$ cat config.mk
export PLATFORM = sky130hd
export DESIGN_NAME = gnr_node_lut
export DESIGN_NICKNAME = d
export VERILOG_FILES = /design/src/rtl/gnr_node_lut.sv
export SDC_FILE = /design/constraint.sdc
export NUM_CORES = 1
export LEC_CHECK = 0
export CAP_MARGIN = 5
export CORE_MARGIN = 2
export CORE_UTILIZATION = 40
export DETAILED_ROUTE_END_ITERATION = 12
export GPL_ROUTABILITY_DRIVEN = 0
export GPL_TIMING_DRIVEN = 0
export HOLD_SLACK_MARGIN = 0.08
export PLACE_DENSITY_LB_ADDON = 0.12
export SLEW_MARGIN = 20
export SYNTH_ARGS = -nofsm -noshare
export SYNTH_HDL_FRONTEND = slang
export SYNTH_SLANG_ARGS = --single-unit
$ cat constraint.sdc
create_clock -name clk -period 4.8 [get_ports clk]
set_clock_uncertainty 0.1 [all_clocks]
set_input_delay 0.96 -clock clk [delete_from_list [all_inputs] [get_ports clk]]
set_output_delay 0.96 -clock clk [all_outputs]
set_load 0.005 [all_outputs]
$ cat src/rtl/gnr_node_lut.sv
// rtl/gnr_node_lut.sv - LUT-driven Boolean network node with slow/fast trajectory copies
module gnr_node_lut #(
    parameter int              K        = 4,
    parameter int              SLOW_DIV = 2,
    parameter logic [2**K-1:0] LUT_INIT = {{(2**K-1){1'b1}}, 1'b0},
    parameter int              CNT_W    = 8
) (
    input  logic             clk,
    input  logic             rst,
    input  logic             reset_nos,
    input  logic             init_state,
    input  logic             start_s0,
    input  logic             start_s1,
    input  logic [K-1:0]     in_s0,
    input  logic [K-1:0]     in_s1,
    input  logic             cfg_we,
    input  logic [K-1:0]     cfg_addr,
    input  logic             cfg_bit,
    output logic             s0,
    output logic             s1,
    output logic             node_s0,
    output logic             node_s1,
    output logic             agree,
    output logic [CNT_W-1:0] flip_cnt
);

    localparam int DIV_W = (SLOW_DIV > 1) ? $clog2(SLOW_DIV) : 1;
    localparam logic [DIV_W-1:0] DIV_LAST = DIV_W'(SLOW_DIV - 1);

    logic [2**K-1:0] r_lut;
    logic            r_s0;
    logic            r_s1;
    logic [DIV_W-1:0] r_div_cnt;
    logic [CNT_W-1:0] r_flip_cnt;

    logic w_next0;
    logic w_next1;
    logic w_flip;
    logic w_cnt_sat;

    // Lookups read the registered table, so a same-cycle cfg write is not yet visible.
    assign w_next0   = r_lut[in_s0];
    assign w_next1   = r_lut[in_s1];
    assign w_flip    = (w_next1 != r_s1);
    assign w_cnt_sat = &r_flip_cnt;

    always_ff @(posedge clk) begin
        if (rst) begin
            r_lut      <= LUT_INIT;
            r_s0       <= 1'b0;
            r_s1       <= 1'b0;
            r_div_cnt  <= '0;
            r_flip_cnt <= '0;
        end else begin
            if (cfg_we) begin
                r_lut[cfg_addr] <= cfg_bit;
            end
            if (reset_nos) begin
                r_s0       <= init_state;
                r_s1       <= init_state;
                r_div_cnt  <= DIV_LAST;
                r_flip_cnt <= '0;
            end else begin
                if (start_s0) begin
                    if (r_div_cnt == DIV_LAST) begin
                        r_s0      <= w_next0;
                        r_div_cnt <= '0;
                    end else begin
                        r_div_cnt <= r_div_cnt + 1'b1;
                    end
                end
                if (start_s1) begin
                    r_s1 <= w_next1;
                    if (w_flip && !w_cnt_sat) begin
                        r_flip_cnt <= r_flip_cnt + 1'b1;
                    end
                end
            end
        end
    end

    assign s0       = r_s0;
    assign s1       = r_s1;
    assign node_s0  = r_s0;
    assign node_s1  = r_s1;
    assign agree    = (r_s0 == r_s1);
    assign flip_cnt = r_flip_cnt;

endmodule
==> results by group <==
STA
  – Setup tns final: 0 ns
  – Part of the cycle the worst path needs: 71.7%
  – Final Setup Violations: 0
  – Number of slew-limit violations in the final report: 0
  – Measured slew at the worst slew-check pin: 0.471 ns
  – Achievable frequency: 291 MHz
  – Endpoints failing hold: 0
  – RSZ-0062 raised after global routing: no
  – Hold Slack: 0.389 ns
  – Remaining max-slew budget at the tightest pin: 68.6%
  – Final setup margin: 1.36 ns
  – Time the final worst path needs with I/O delays and setup: 3.44 ns

Power and ir drop
  – Switching power: 0.114 mW
  – Combinational share of power: 16.8%
  – Relative contribution of sequential cells to total power: 53.3%
  – VDD IR max: 0.111 mV
  – Clock Power Share: 29.9%
  – Leakage: 0.633 nW
  – Post-route total power: 0.441 mW
  – Power Internal: 0.327 mW
  – Total power divided by cell area: 232 nW/um2
  – Switching share of power: 25.8%

Floorplan
  – Std cell rows: 22
  – Initial cell density of the core: 41.4%
  – IO Count: 33
  – Width of the die: 65.6 um
  – Die height: 65.6 um
  – Area of the core: 3660 um2
  – DIE AREA: 4300 um2

Synthesis
  – Post-synthesis sequential area ratio: 35.6%
  – Count of different cell masters after synthesis: 35
  – Synthesized netlist cell count: 157
  – Leading cell types by total area after synthesis: sky130_fd_sc_hd__dfxtp_1, sky130_fd_sc_hd__mux4_2, sky130_fd_sc_hd__mux4_1, sky130_fd_sc_hd__o311ai_0, sky130_fd_sc_hd__mux2i_1
  – Count of state elements after synthesis: 27
  – Fraction of registers with async set/reset: 0%
  – Total nets after synthesis: 178
  – Fraction of synthesized cell area taken by the top area cell type: 35.6%
  – Top cell types by occurrence after synthesis: sky130_fd_sc_hd__dfxtp_1, sky130_fd_sc_hd__nand2_1, sky130_fd_sc_hd__o21ai_0
  – Number of synthesized flops with an enable pin: 0
  – Average footprint of a synthesized cell: 9.66 um2
  – Combined area of all synthesized cells: 1520 um2
  – Post-synth top area cell: sky130_fd_sc_hd__dfxtp_1
  – Most common cell in the synthesized netlist: sky130_fd_sc_hd__dfxtp_1
  – Most frequently used flop master after synthesis: sky130_fd_sc_hd__dfxtp_1
  – Yosys warns: 0

Detailed routing
  – DRC violation total after the first TritonRoute iteration: 123
  – Mean number of vias per cell: 5.65
  – DRC errors left: 0
  – Routed Antenna Nets: 0
  – Met2 WL: 1850 um
  – Pre-antenna DRT Iters: 4
  – Detailed-route wire length per cell: 14.6 um
  – Top sig layer: met4
  – Via Count: 1340
  – DRT Wirelength: 3470 um
  – Routed wire length on met3: 133 um
  – Metal-1 WL: 1450 um

Clock tree
  – Quantity of hold-fixing buffers added after cts: 0
  – Total CTS buffers: 3
  – Cts repair resizes: 0
  – Number of clock sinks: 27
  – Clock insertion delay at the later pin of the skew report: 0.28 ns
  – H-tree levels: 1
  – CTS tree: yes
  – Post-CTS Setup Bufs: 0
  – Clock root buffer: sky130_fd_sc_hd__clkbuf_8
  – Maximum root-to-sink buffer count: 2
  – Worst-path clk slew: 0.10 ns

Worst hold path
  – Start point of the worst min-delay path: r_lut[0]$_SDFFE_PP0P_
  – Hold depth: 2
  – End point of the worst hold path: r_lut[0]$_SDFFE_PP0P_
  – Class of the tightest hold or removal check: register to register

Worst setup path
  – Crit. End Element: register
  – Critical path peak fanout: 10
  – CP Data Arrival Time: 3.56 ns
  – Crit Reg-Reg Endpoint: flip_cnt[5]$_SDFFE_PP0P_
  – Reg2Reg Setup Slack: 2.39 ns
  – Cell count of the worst reg-to-reg path: 5
  – Data required time at the worst endpoint: 4.92 ns
  – Maximum single-stage delay on the critical path: 0.60 ns
  – Critical Path Source Type: input pin
  – Family of cells with the greatest summed delay on the critical path: multiplexers
  – Worst path bufs/invs: 1
  – Cell with the biggest individual delay on the critical path: sky130_fd_sc_hd__clkdlybuf4s50_1
  – Crit Path Class: input pin to register
  – Launch instance of the worst register-to-register path: r_lut[3]$_SDFFE_PP1P_
  – Worst path cell trace: clkdlybuf4s50_1 > mux4_1 > mux4_2 > xnor2_4 > or4_1 > a21oi_1

Run
  – Max Cap Violations: 0

GRT
  – Antenna violations before repair: 0
  – Largest net degree at the start of global routing: 16
  – Overall global routing resource usage: 17.6%
  – Vias in the first global route: 1241
  – Wire length of the first global-routing pass: 5760 um
  – Sum of overflow across all layers after global routing: 0

Layout
  – Growth of design area from synthesis to finish: 25.5%
  – Antenna fix cells: 0
  – Utilization after layout: 52.0%
  – Fraction of layout instances using a drive strength above 1: 7.94%
  – Nets: 211

Placement
  – Half-perimeter wire length after placement: 2740 um
  – Port-buffer cells: 28
  – DP Worst Slack: 1.06 ns

Run status
  – Run status: completed
final cells by class:
class / instances / area (um2)
inverters: 5 / 18.8
well taps: 48 / 60.1
plain buffers: 8 / 37.5
clock inverters: 1 / 5.00
flip-flops and latches: 27 / 541
repair buffers: 28 / 280
clock buffers: 3 / 41.3
fillers: 350 / 1760
multi-input cells: 117 / 920
tightest hold or removal path, delay by kind of cell (launching register included):
family           cells  cell delay, ns
AO/OA/AOI/OAI        1            0.05
flip-flops           1            0.34
AND/OR/NAND/NOR      1            0.06
layout by cell type (no fill, tap or decap):
cell type,synthesis,routed
sky130_fd_sc_hd__a211oi_1,2,2
sky130_fd_sc_hd__a21oi_1,6,6
sky130_fd_sc_hd__a31oi_1,2,2
sky130_fd_sc_hd__and3_1,3,3
sky130_fd_sc_hd__buf_1,1,1
sky130_fd_sc_hd__buf_4,2,2
sky130_fd_sc_hd__clkbuf_1,5,5
sky130_fd_sc_hd__clkbuf_8,0,3
sky130_fd_sc_hd__clkdlybuf4s50_1,0,28
sky130_fd_sc_hd__clkinv_2,0,1
sky130_fd_sc_hd__dfxtp_1,27,27
sky130_fd_sc_hd__ha_1,1,1
sky130_fd_sc_hd__inv_1,5,5
sky130_fd_sc_hd__mux2i_1,8,8
sky130_fd_sc_hd__mux4_1,4,4
sky130_fd_sc_hd__mux4_2,6,6
sky130_fd_sc_hd__nand2_1,18,18
sky130_fd_sc_hd__nand2b_1,4,4
sky130_fd_sc_hd__nand3_1,9,9
sky130_fd_sc_hd__nand3b_1,2,2
sky130_fd_sc_hd__nand4_1,2,2
sky130_fd_sc_hd__nor2_1,4,4
sky130_fd_sc_hd__nor2b_1,2,2
sky130_fd_sc_hd__nor3_1,7,7
sky130_fd_sc_hd__nor3b_1,1,1
sky130_fd_sc_hd__nor4_1,1,1
sky130_fd_sc_hd__o21a_1,1,1
sky130_fd_sc_hd__o21ai_0,11,11
sky130_fd_sc_hd__o311ai_0,10,10
sky130_fd_sc_hd__o31ai_1,2,2
sky130_fd_sc_hd__o41ai_1,1,1
sky130_fd_sc_hd__or2_2,1,1
sky130_fd_sc_hd__or3_1,2,2
sky130_fd_sc_hd__or3_2,1,1
sky130_fd_sc_hd__or4_1,2,2
sky130_fd_sc_hd__xnor2_1,1,1
sky130_fd_sc_hd__xnor2_4,1,1
sky130_fd_sc_hd__xor2_1,2,2
flip-flops by register name, summed over array words and instances, names as in the netlist:
| name | count |
|---|---|
| r_lut | 16 |
| node_s0 | 1 |
| flip_cnt | 8 |
| node_s1 | 1 |
| r_div_cnt | 1 |
logic make-up after synthesis:
| kind of cell | synth area share (%) |
|---|---|
| and+or+nand+nor | 19.9 |
| buffers and inverters | 3.71 |
| AOI/OAI and AO/OA | 15.3 |
| DFF | 35.6 |
| muxes | 21.1 |
| adders and majority gates | 0.825 |
| xor gates and xnor gates | 3.55 |
per-stage QoR:
step           area [um2]  std cells
2_1_floorplan        1520        157
3_3_place_gp         1860        233
3_5_place_dp         1860        233
4_1_cts              1900        237
5_1_grt              1900        237
6_report             1900        237
power by group through the flow:
| stage | clock [mW] | combinational (mW) | sequential [mW] |
|---|---|---|---|
| 2_1_floorplan | 0 | 0.0394 | 0.239 |
| 3_3_place_gp | 0 | 0.0730 | 0.240 |
| 3_5_place_dp | 0 | 0.0747 | 0.240 |
| 4_1_cts | 0.137 | 0.0750 | 0.235 |
| 5_1_grt | 0.148 | 0.0809 | 0.236 |
| 6_report | 0.132 | 0.0742 | 0.235 |
layer usage:
layer  GRT usage [%]  vias up
li1                -      668
met3            2.74        4
met4            7.55        0
met2            32.5       30
met5               0        -
met1            19.8      638
worst max-delay path by stage:
stage                  start                  endpoint  slack, ns  depth (start not counted)
global placement    in_s1[2]  flip_cnt[4]$_SDFFE_PP0P_       1.14                          6
detailed placement  in_s1[2]  flip_cnt[5]$_SDFFE_PP0P_       1.06                          6
finish              in_s1[2]  flip_cnt[5]$_SDFFE_PP0P_       1.36                          6
floorplan           in_s1[2]  flip_cnt[4]$_SDFFE_PP0P_       1.82                          5
CTS                 in_s1[2]  flip_cnt[5]$_SDFFE_PP0P_       1.36                          6
global route        in_s1[2]  flip_cnt[4]$_SDFFE_PP0P_       1.25                          6
Note: power is estimated with default switching activity, not from simulation.
